<file path="src/rtl/ifetch_queue.sv">
// Instruction prefetch queue: in-order fetch requests to imem, responses queued for decode, redirect flushes.
// Response-to-out_* latency 1 cycle (no bypass); fetch stalls when queued + in-flight reaches DEPTH.
module ifetch_queue #(
    parameter int          DEPTH    = 4,
    parameter logic [31:0] RESET_PC = 32'h0000_0000
) (
    input  logic        clk,
    input  logic        reset,
    output logic        i_req,
    output logic [31:0] i_addr,
    input  logic        i_gnt,
    input  logic        i_rvalid,
    input  logic [31:0] i_rdata,
    input  logic        redirect,
    input  logic [31:0] redirect_pc,
    output logic        out_valid,
    input  logic        out_ready,
    output logic [31:0] out_ir,
    output logic [31:0] out_pc
);

    localparam int AW = (DEPTH > 1) ? $clog2(DEPTH) : 1;
    localparam int CW = AW + 1;
    localparam logic [CW:0] DEPTH_W = (CW + 1)'(DEPTH);

    typedef enum logic [1:0] {IDLE, RUN, DRAIN} state_t;

    state_t        state;
    logic [31:0]   fetch_pc;
    logic [31:0]   resp_pc;
    logic [CW-1:0] occ;
    logic [CW-1:0] outs;
    logic [CW-1:0] discard;
    logic [AW-1:0] wr_ptr;
    logic [AW-1:0] rd_ptr;
    logic [31:0]   ir_mem [DEPTH];
    logic [31:0]   pc_mem [DEPTH];

    logic [CW:0]   inflight;
    logic          grant;
    logic          resp;
    logic          push;
    logic          drop;
    logic          pop;
    logic [CW-1:0] outs_nxt;
    logic [31:0]   redirect_aligned;
    logic          unused_bits;

    assign inflight         = {1'b0, occ} + {1'b0, outs};
    assign i_req            = (state == RUN) && (inflight < DEPTH_W) && !redirect;
    assign i_addr           = {fetch_pc[31:2], 2'b00};
    assign grant            = i_req && i_gnt;
    // Responses with nothing outstanding are protocol errors and are ignored.
    assign resp             = i_rvalid && (outs != '0);
    assign push             = resp && (discard == '0) && !redirect;
    assign drop             = resp && (discard != '0) && !redirect;
    assign pop              = out_valid && out_ready && !redirect;
    assign outs_nxt         = outs + CW'(grant) - CW'(resp);
    assign redirect_aligned = {redirect_pc[31:2], 2'b00};
    assign unused_bits      = ^redirect_pc[1:0];

    assign out_valid = (occ != '0);
    assign out_ir    = out_valid ? ir_mem[rd_ptr] : 32'hEEEE_7777;
    assign out_pc    = out_valid ? pc_mem[rd_ptr] : 32'h0000_0000;

    always_ff @(posedge clk) begin
        if (push) begin
            ir_mem[wr_ptr] <= i_rdata;
            pc_mem[wr_ptr] <= {resp_pc[31:2], 2'b00};
        end
    end

    always_ff @(posedge clk) begin
        if (reset) begin
            state    <= IDLE;
            fetch_pc <= {RESET_PC[31:2], 2'b00};
            resp_pc  <= {RESET_PC[31:2], 2'b00};
            occ      <= '0;
            outs     <= '0;
            discard  <= '0;
            wr_ptr   <= '0;
            rd_ptr   <= '0;
        end else begin
            outs <= outs_nxt;
            if (redirect) begin
                // Every response still in flight belongs to the old path.
                occ      <= '0;
                wr_ptr   <= '0;
                rd_ptr   <= '0;
                fetch_pc <= redirect_aligned;
                resp_pc  <= redirect_aligned;
                discard  <= outs_nxt;
                state    <= (outs_nxt != '0) ? DRAIN : RUN;
            end else begin
                if (grant) begin
                    fetch_pc <= fetch_pc + 32'd4;
                end
                if (push) begin
                    wr_ptr  <= wr_ptr + AW'(1);
                    resp_pc <= resp_pc + 32'd4;
                end
                if (pop) begin
                    rd_ptr <= rd_ptr + AW'(1);
                end
                occ <= occ + CW'(push) - CW'(pop);
                if (drop) begin
                    discard <= discard - CW'(1);
                end
                case (state)
                    IDLE:    state <= RUN;
                    RUN:     state <= RUN;
                    DRAIN:   if (discard == '0) state <= RUN;
                    default: state <= IDLE;
                endcase
            end
        end
    end

endmodule

</file>
<file path="config.mk">
export PLATFORM = sky130hd
export DESIGN_NAME = ifetch_queue
export DESIGN_NICKNAME = d
export VERILOG_FILES = /design/src/rtl/ifetch_queue.sv
export SDC_FILE = /design/constraint.sdc
export NUM_CORES = 1
export LEC_CHECK = 0
export BUFFER_PORTS_ARGS = -buffer_cell sky130_fd_sc_hd__buf_2
export CELL_PAD_IN_SITES_DETAIL_PLACEMENT = 1
export CELL_PAD_IN_SITES_GLOBAL_PLACEMENT = 2
export CORE_MARGIN = 8
export CORE_UTILIZATION = 41
export CTS_CLUSTER_DIAMETER = 200
export DETAILED_ROUTE_END_ITERATION = 10
export PLACE_DENSITY_LB_ADDON = 0.08
export SYNTH_ARGS = -nofsm -noshare
export SYNTH_HDL_FRONTEND = slang
export SYNTH_SLANG_ARGS = --single-unit
export TNS_END_PERCENT = 20
</file>
<file path="constraint.sdc">
create_clock -name clk -period 4.1 [get_ports clk]
set_clock_uncertainty 0.2 [all_clocks]
set_input_delay 0.82 -clock clk [delete_from_list [all_inputs] [get_ports clk]]
set_output_delay 0.82 -clock clk [all_outputs]
set_load 0.05 [all_outputs]
</file>
# --- Yosys cells after proc, flatten, opt, wreduce, memory -nomap -nowiden ---
# Memory sizes are Yosys's and may differ from the RTL's. A register that Yosys moved wholly into a read port is not among the register bits.
# Cells that the tools add are included.
# Widths: inputs -> output; s select.
word_totals:
  ff_bits: 79
  latchBits: 0
  mem_bits_rw: 248
  rom_bits: 0
  output_inout_bits: 98
  n_memories: 2
classes:
  n_addsub: 10
  mul: 0
  div_mod_pow: 0
  n_lt_le_gt_ge: 1
  n_eq_ne: 3
  n_shift: 0
  mux: 18
  n_bitwise: 0
  reduce_logical: 22
memory_table:
  columns: ["memory", "words", "width", "read_ports", "rd_ports_with_merged_regs", "write_ports", "line_no", "rtl"]
  rows:
  - ["ir_mem", 4, 32, 1, 1, 1, "36", "logic [31:0] ir_mem [DEPTH];"]
  - ["pc_mem", 4, 30, 1, 1, 1, "37", "logic [31:0] pc_mem [DEPTH];"]
ops:
  columns: ["cell", "n"]
  rows:
  - ["$mux 32", 6]
  - ["$add 32x3->32 const B", 2]
  - ["$mux 2", 7]
  - ["$reduce_bool 3->1", 4]
  - ["$logic_and 1x1->1", 10]
  - ["$add 3x1->3", 2]
  - ["$mux 3", 2]
  - ["$reduce_bool 2->1", 3]
  - ["$sub 3x1->3", 2]
  - ["$add 2x1->2 const B", 2]
  - ["$add 3x3->4", 1]
  - ["$lt 4x3->1 const B", 1]
  - ["$pmux 2 s2", 1]
  - ["$reduce_or 2->1", 2]
  - ["$logic_not 3->1", 1]
  - ["$ne 3x3->1 const B", 1]
  - ["$sub 3x1->3 const B", 1]
  - ["$eq 2x1->1 const B", 1]
  - ["$eq 2x2->1 const B", 1]
  - ["$logic_not 2->1", 1]
  - ["$mux 1", 2]
  - ["$logic_not 1->1", 1]

# --- Longest topological paths before layout ---
# Gate-level depths: netlist of run 1.
depth:
  depth_word: 10
  mapped_depth: 17
  ltp_nobuf: 14

# --- Worst setup path before layout of run 1 ---
# OpenSTA, ideal clock, no wires.
synth_timing:
  path_kind: "in2reg"
  startpoint: "in redirect"
  endpoint: "reg state[0]"
  arrival_time_ns: 3.385
  t_required_ns: 3.814
  path_slack_ns: 0.429
  cell_stages: 16
  cell_sequence: "nor2b_1 and4_1 buf_2 inv_2 buf_2 clkbuf_1 ha_1 inv_1 ha_1 inv_1 fa_1 xor2_1 xnor2_1 nand3b_1 a21o_1 a211oi_1"
synth_between:
  elab_chain_len: 8
synth_rtl:
  columns: ["item", "line_no", "rtl"]
  rows:
  - ["from (decl)", "14", "input logic redirect,"]
  - ["$logic_not 1->1", "50", "assign i_req = (state == RUN) && (inflight < DEPTH_W) && !redirect;"]
  - ["$logic_and 1x1->1", "50", null]
  - ["$logic_and 1x1->1", "52", "assign grant = i_req && i_gnt;"]
  - ["$add 3x1->3", "58", "assign outs_nxt = outs + CW'(grant) - CW'(resp);"]
  - ["$sub 3x1->3", "58", null]
  - ["$reduce_bool 3->1", "93", "state <= (outs_nxt != '0) ? DRAIN : RUN;"]
  - ["$mux 2", "93", null]
  - ["$mux 2", "85", "if (redirect) begin"]
  - ["to (signal assigned)", "93", null]
  - ["to (decl)", "28", "state_t state;"]
# Parallel ways exist; a longest one is shown, timed or not.
# A chain may end at the register's enable or synchronous reset.

==> results of run 1 <==
[metrics by stage]
stage / area, sq um / std cells
2_1_floorplan: 13600 / 923
3_3_place_gp: 15000 / 1495
3_5_place_dp: 15000 / 1495
4_1_cts: 16200 / 1561
5_1_grt: 16200 / 1561
6_report: 16200 / 1561
[flip-flops by register name, summed over array words and instances, names as in the netlist, named ones only]
register,count
discard,3
fetch_pc,30
ir_mem,128
occ,3
outs,3
pc_mem,120
rd_ptr,2
resp_pc,30
state,2
wr_ptr,2
[cell usage after synthesis (5+ instances only)]
cell / count / area share (%)
a21oi_1: 33 / 1.2
clkbuf_1: 36 / 0.99
a31oi_1: 11 / 0.51
nor2b_1: 44 / 2.0
o21ai_0: 11 / 0.40
a21boi_0: 15 / 0.83
or2_2: 27 / 1.2
xnor2_1: 11 / 0.71
edfxtp_1: 248 / 55
inv_1: 31 / 0.85
nor4_1: 6 / 0.28
nand4_1: 24 / 1.1
a22oi_1: 7 / 0.39
buf_2: 11 / 0.40
and3_1: 5 / 0.23
ha_1: 14 / 1.3
dfxtp_1: 77 / 11
nor3_1: 17 / 0.62
mux4_2: 62 / 10
and2_1: 5 / 0.23
xor2_1: 33 / 2.1
nand3_1: 23 / 0.85
a211oi_1: 20 / 1.1
nand2_1: 40 / 1.1
nor2_1: 51 / 1.4
[layer usage]
metal | vias to the layer above | track usage [%] | wire length (um)
met4 | 0 | 3.65 | 431
met2 | 171 | 26.7 | 15100
li1 | 3841 | - | -
met3 | 37 | 3.41 | 1680
met1 | 4100 | 23.3 | 15300
met5 | - | 0 | 0
[kinds of logic (layout without fill, tap and decap cells)]
family | after synthesis | in the layout | share of synthesized area, %
buf+inv | 85 | 281 | 2.55
flops | 325 | 325 | 66.0
mux | 66 | 66 | 10.6
compound gates | 113 | 113 | 5.39
fa+ha+maj | 16 | 16 | 1.58
other cells | 1 | 4 | 0.0275
xor+xnor | 44 | 44 | 2.83
simple gates | 270 | 270 | 11.0
[worst max-delay path, delay by kind of cell, from the launching register on]
family        cells  cell delay, ps
simple gates      1             290
buf+inv           2             510
flops             1             630
mux               1             520
[power groups by stage]
stage | sequential, W | combinational (W) | clock [W]
after global routing | 0.00389 | 0.00117 | 0.00346
after global placement | 0.00393 | 0.00106 | 0
after floorplan | 0.00397 | 0.000698 | 0
final | 0.00387 | 0.00105 | 0.00325
after detailed placement | 0.00394 | 0.00107 | 0
after CTS | 0.00387 | 0.00108 | 0.00335
[worst paths after layout]
check | endpoint | slack, ps | depth (start not counted)
hold / removal | state[0]$_SDFFE_PP0P_ | 290 | 1
setup / recovery | out_ir[22] | 600 | 4
setup reg to reg | state[0]$_SDFFE_PP0P_ | 850 | 14
hold reg to reg | state[0]$_SDFFE_PP0P_ | 290 | 1
[area by class of cell]
class                           instances  area [sq um]
Tap cell                              442           553
Sequential cell                       325          8990
Inverter                               32           120
Clock buffer                           43           948
Fill cell                            3263         16400
Multi-Input combinational cell        513          4300
Clock inverter                         23           238
Timing Repair Buffer                  183          1060
==> flow_summary.toml, run 1 <==
[placement]
port_buffers = 161
dp_slack_ps = 529
gp_congestion = 0.757
dp_hpwl_mm = 21.0

[clocking]
clk_path_buf_depth = 3
post_cts_buffers = 0
cts_resized = 0
cts_sinks = 325
root_buffer = "clkbuf_16"
postCtsHoldBufs = 0
clock_latency_ps = 510
clk_pin_slew_ps = 60
ctsHtreeMaxLevel = 2
cts_tree = "built"
cts_buffers = 37

[drt]
wl_per_cell_um = 20.8
drt_iter0_drc = 287
via_count = 8149
ant_nets = 0
drc_errors = 0
drt-total-wl_mm = 32.5
drt_pass1_iterations = 4
avgViaCountPerCell = 5.22

[global_routing]
grt_overflow = 0
grt_max_degree = 64
grt_pass1_wl_mm = 51.7
grt_antenna_before_repair = 0
grt_usage_pct = 16.7
grt_pass1_vias = 8872

[critical_path]
required_ps = 3080
r2r_start = "occ[2]$_SDFF_PP0_"
cp_cell_sequence = "buf_12 -> mux4_2 -> or2_2 -> buf_2"
cpPeakStageDelay_ps = 630
critPathKind = "flop to output port"
cp_slowest_cell = "dfxtp_4"
crit_path_max_fanout = 24
endpoint_kind = "output port"
crit_arrival_ps = 2480
crit_path_start_kind = "flop"

[timing]
layout_setup_ws_ps = 604
whs_ps = 292
fin_crit_ps = 3500
finalSetupViolations = 0
rsz0062_at_grt = "false"
fin_tns_setup_ps = 0
fin_crit_sh_pct = 85.3
timing.fmax_mhz = 286
slew_headroom_pct = 40.9
drv_slew = 0
worst_pin_slew_ps = 878
hold_viol = 0

[power_and_ir_drop]
cellInternalPower_w = 0.00608
p_seq_share_pct = 47.4
peakVddDrop_mv = 0.260
p_switching_w = 0.00208
finalPower_w = 0.00817
pwr-share-clk_pct = 39.7
combPwrFrac_pct = 12.9
p_per_area_nw_per_um2 = 504
p_leak_nw = 5.57
p_sw_share_pct = 25.5

[finish]
drive_gt1_share_pct = 30.6
final_util_pct = 49.7
diodes = 0
area_delta_synth_final_pct = 19.1
final_common_cell = "edfxtp_1"
layout_common_cells = "edfxtp_1, buf_2, dfxtp_1, mux4_2, nor2_1"
nets = 1178

[die]
core_area_sq_um = 32600
rows = 66
die_area_sq_um = 39300
die_w_um = 198
ios = 168
initial_core_util_pct = 41.7
die-height_um = 198

[run_status]
status = "complete, no violations"

[worst_hold_path]
hp-class = "flop to flop"
hold_path.startpoint = "state[1]$_SDFFE_PP0P_"

[logic_synthesis]
ys_seq_area_share_pct = 66.0
yosys_warnings = 0
synth_cell_types = 62
syn_inst = 920
synth_enable_flop_cells = 248
syn_avg_cell_area_sq_um = 14.8
ys_ff_latch = 325
ys.flop_type = "edfxtp_1"
syn-cell-area_sq_um = 13600
async_flop_share_pct = 0

[job]
cap_violations = 0
Note: power is estimated with default switching activity, not from simulation.
==> run 2: changes to the inputs <==
ABC_AREA = 1   (was default)
CORE_UTILIZATION = 37   (was 41)
SKIP_CTS_REPAIR_TIMING = 1   (was default)
==> run 2 against run 1 <==
Worst setup slack lost 260 ps. Critical path depth grew 3. Count of clock-buffer cells in the layout grew 2. Synthesized cell count grew 71%. Design area grew 7.2%. Total power grew 2.1%. Non-clock buffer count grew 1. Hold slack lost 36 ps. Register-to-register slack gained 170 ps.
==> flow_summary.toml, run 2 <==
[logic_synthesis]
synth_enable_flop_cells = 248
syn_inst = 1573
synth-adder-area-share_pct = 1.47
ys_seq_area_share_pct = 61.5
ys.flop_type = "edfxtp_1"
ys_ff_latch = 325
yosys_warnings = 0
yosysTopAreaCellShare_pct = 50.9
synth_mux_area_share_pct = 0
async_flop_share_pct = 0
synth_xor_area_share_pct = 0.539
synth_simple_gate_area_share_pct = 19.8
synth_compound_area_share_pct = 11.2
yosys-top-cells-area = "edfxtp_1, dfxtp_1, nor2_1, nand2_1, o21ai_0"
synth.most_common_cell = "nor2_1"
syn-cell-area_sq_um = 14600
synth_cell_types = 40
synth_commonest_cells = "nor2_1, edfxtp_1, nand2_1"
yosys.area.top_type = "edfxtp_1"
synth_top_family_by_area = "simple AND/OR/NAND/NOR gates"
syn_avg_cell_area_sq_um = 9.29

[clocking]
cts_sinks = 325
clk_pin_slew_ps = 60
root_buffer = "clkbuf_16"
ctsHtreeMaxLevel = 2
cts_buffers = 38
clock_latency_ps = 550
clk_path_buf_depth = 3
cts_tree = "built"

[power_and_ir_drop]
p_seq_share_pct = 46.0
p_leak_nw = 6.49
combPwrFrac_pct = 11.6
peakVddDrop_mv = 0.340
p_per_area_nw_per_um2 = 480
p_sw_share_pct = 26.7
p_switching_w = 0.00223
pwr-share-clk_pct = 42.4
cellInternalPower_w = 0.00611

[timing]
fin_crit_ps = 3750
fin_crit_sh_pct = 91.6
rsz0062_at_grt = "false"
hold_viol = 0
worst_pin_slew_ps = 901
finalSetupViolations = 0
drv_slew = 0
slew_headroom_pct = 39.9
timing.fmax_mhz = 266

[critical_path]
crit_arrival_ps = 2730
crit_path_max_fanout = 37
required_ps = 3080
endpoint_kind = "output port"
crit_path_start_kind = "flop"
r2r_setup_slack_ps = 1020
critPathKind = "flop to output port"

[finish]
area_delta_synth_final_pct = 18.9
largest_reg_flops = 128
postLayoutCellArea_sq_um = 17400
final_util_pct = 44.2
drive_gt1_share_pct = 15.8
layout_common_cells = "nor2_1, edfxtp_1, nand2_1, buf_2, o21ai_0"
diodes = 0
largest_register = "ir_mem"
nets = 1813
largestRegisters = "ir_mem x128, pc_mem x120"
final_common_cell = "nor2_1"

[drt]
avgViaCountPerCell = 5.04
drt-total-wl_mm = 45.1
via_count = 11500
drc_errors = 0
drt_iter0_drc = 504
drt_pass1_iterations = 4
wl_per_cell_um = 19.8
ant_nets = 0

[placement]
gp_congestion = 0.819
placed_cell_area_sq_um = 16100
port_buffers = 161
dp_hpwl_mm = 30.3

[global_routing]
grt_usage_pct = 19.3
grt_antenna_before_repair = 0
grt_overflow = 0
grt_max_degree = 90
grt_pass1_wl_mm = 70.1
grt_pass1_vias = 12039

[worst_hold_path]
hp-class = "flop to flop"

[die]
initial_core_util_pct = 37.1
core_area_sq_um = 39400
ios = 168
die-height_um = 215
rows = 73
die_area_sq_um = 46100
die_w_um = 215

[job]
cap_violations = 0

[run_status]
status = "complete, no violations"
[run 2: cell types whose count changed after synthesis, sizes merged, moves of 18 or more]
cell	before	now
o21ai	11	155
nand4	26	8
nor2b	44	0
a211oi	20	2
nand2	41	242
o311ai	2	24
nand3	23	77
a21oi	33	98
inv	32	127
or2	27	3
xor2	33	6
mux4	62	0
nor2	51	380
[run 2: routing by layer]
metal | vias up | part of all wire (%) | track usage, %
li1 | 5622 | - | -
met1 | 5590 | 45 | 24.4
met2 | 215 | 49 | 33.1
met3 | 73 | 3.8 | 3.48
met4 | 0 | 2.9 | 6.31
met5 | - | 0 | 0
[run 2: final timing paths]
| kind | endpoint | startpoint | depth (start not counted) |
|---|---|---|---|
| setup reg to reg | state[0]$_SDFFE_PP0P_ | occ[1]$_SDFF_PP0_ | 14 |
| hold / removal | flop | rd_ptr[1]$_SDFFE_PP0P_ | 2 |
| hold reg to reg | flop | rd_ptr[1]$_SDFFE_PP0P_ | 2 |
| setup / recovery | out_ir[23] | flop | 7 |
[run 2: kinds of logic (layout without fill, tap and decap cells)]
logic type               count (synthesis)  count (layout)
AO/OA/AOI/OAI                          300             300
flip-flops                             325             325
AND/OR/NAND/NOR                        721             721
XOR/XNOR                                 9               9
other                                    1               4
buffers and inverters                  201             381
adder cells (fa/ha/maj)                 16              16
[run 2: power groups by stage]
stage	clock network [W]	logic, W	registers [W]
detailed placement	0	0.000985	0.00391
CTS	0.00364	0.000990	0.00384
global route	0.00375	0.00108	0.00386
floorplan	0	0.000605	0.00394
global placement	0	0.000965	0.00390
finish	0.00353	0.000968	0.00384
[run 2: stage by stage]
stage / hold WS [ps] / worst slack (ps) / power (W) / cells / TNS, ps
3_5_place_dp: 254 / 463 / 0.00490 / 2212 / 0
2_1_floorplan: 233 / -480 / 0.00454 / 1576 / -119070
6_report: 256 / 346 / 0.00834 / 2281 / 0
5_1_grt: 260 / 76.0 / 0.00869 / 2281 / 0
4_1_cts: 244 / 247 / 0.00847 / 2281 / 0
3_3_place_gp: 243 / 568 / 0.00487 / 2212 / 0
[run 2: worst max-delay path, stage by stage (launching register included)]
cell      delay (ps)
dfxtp_4          630
clkinv_2         370
buf_4            360
nor2_1           130
nor2_1            50
o21ai_0          130
o311ai_1         190
buf_2            290
[run 2: layout make-up]
class	instances	area (sq um)
Multi-Input combinational cell	1050	4870
Fill cell	4583	22000
Inverter	128	482
Clock inverter	24	314
Sequential cell	325	8990
Timing Repair Buffer	184	1070
Tap cell	525	657
Clock buffer	45	998
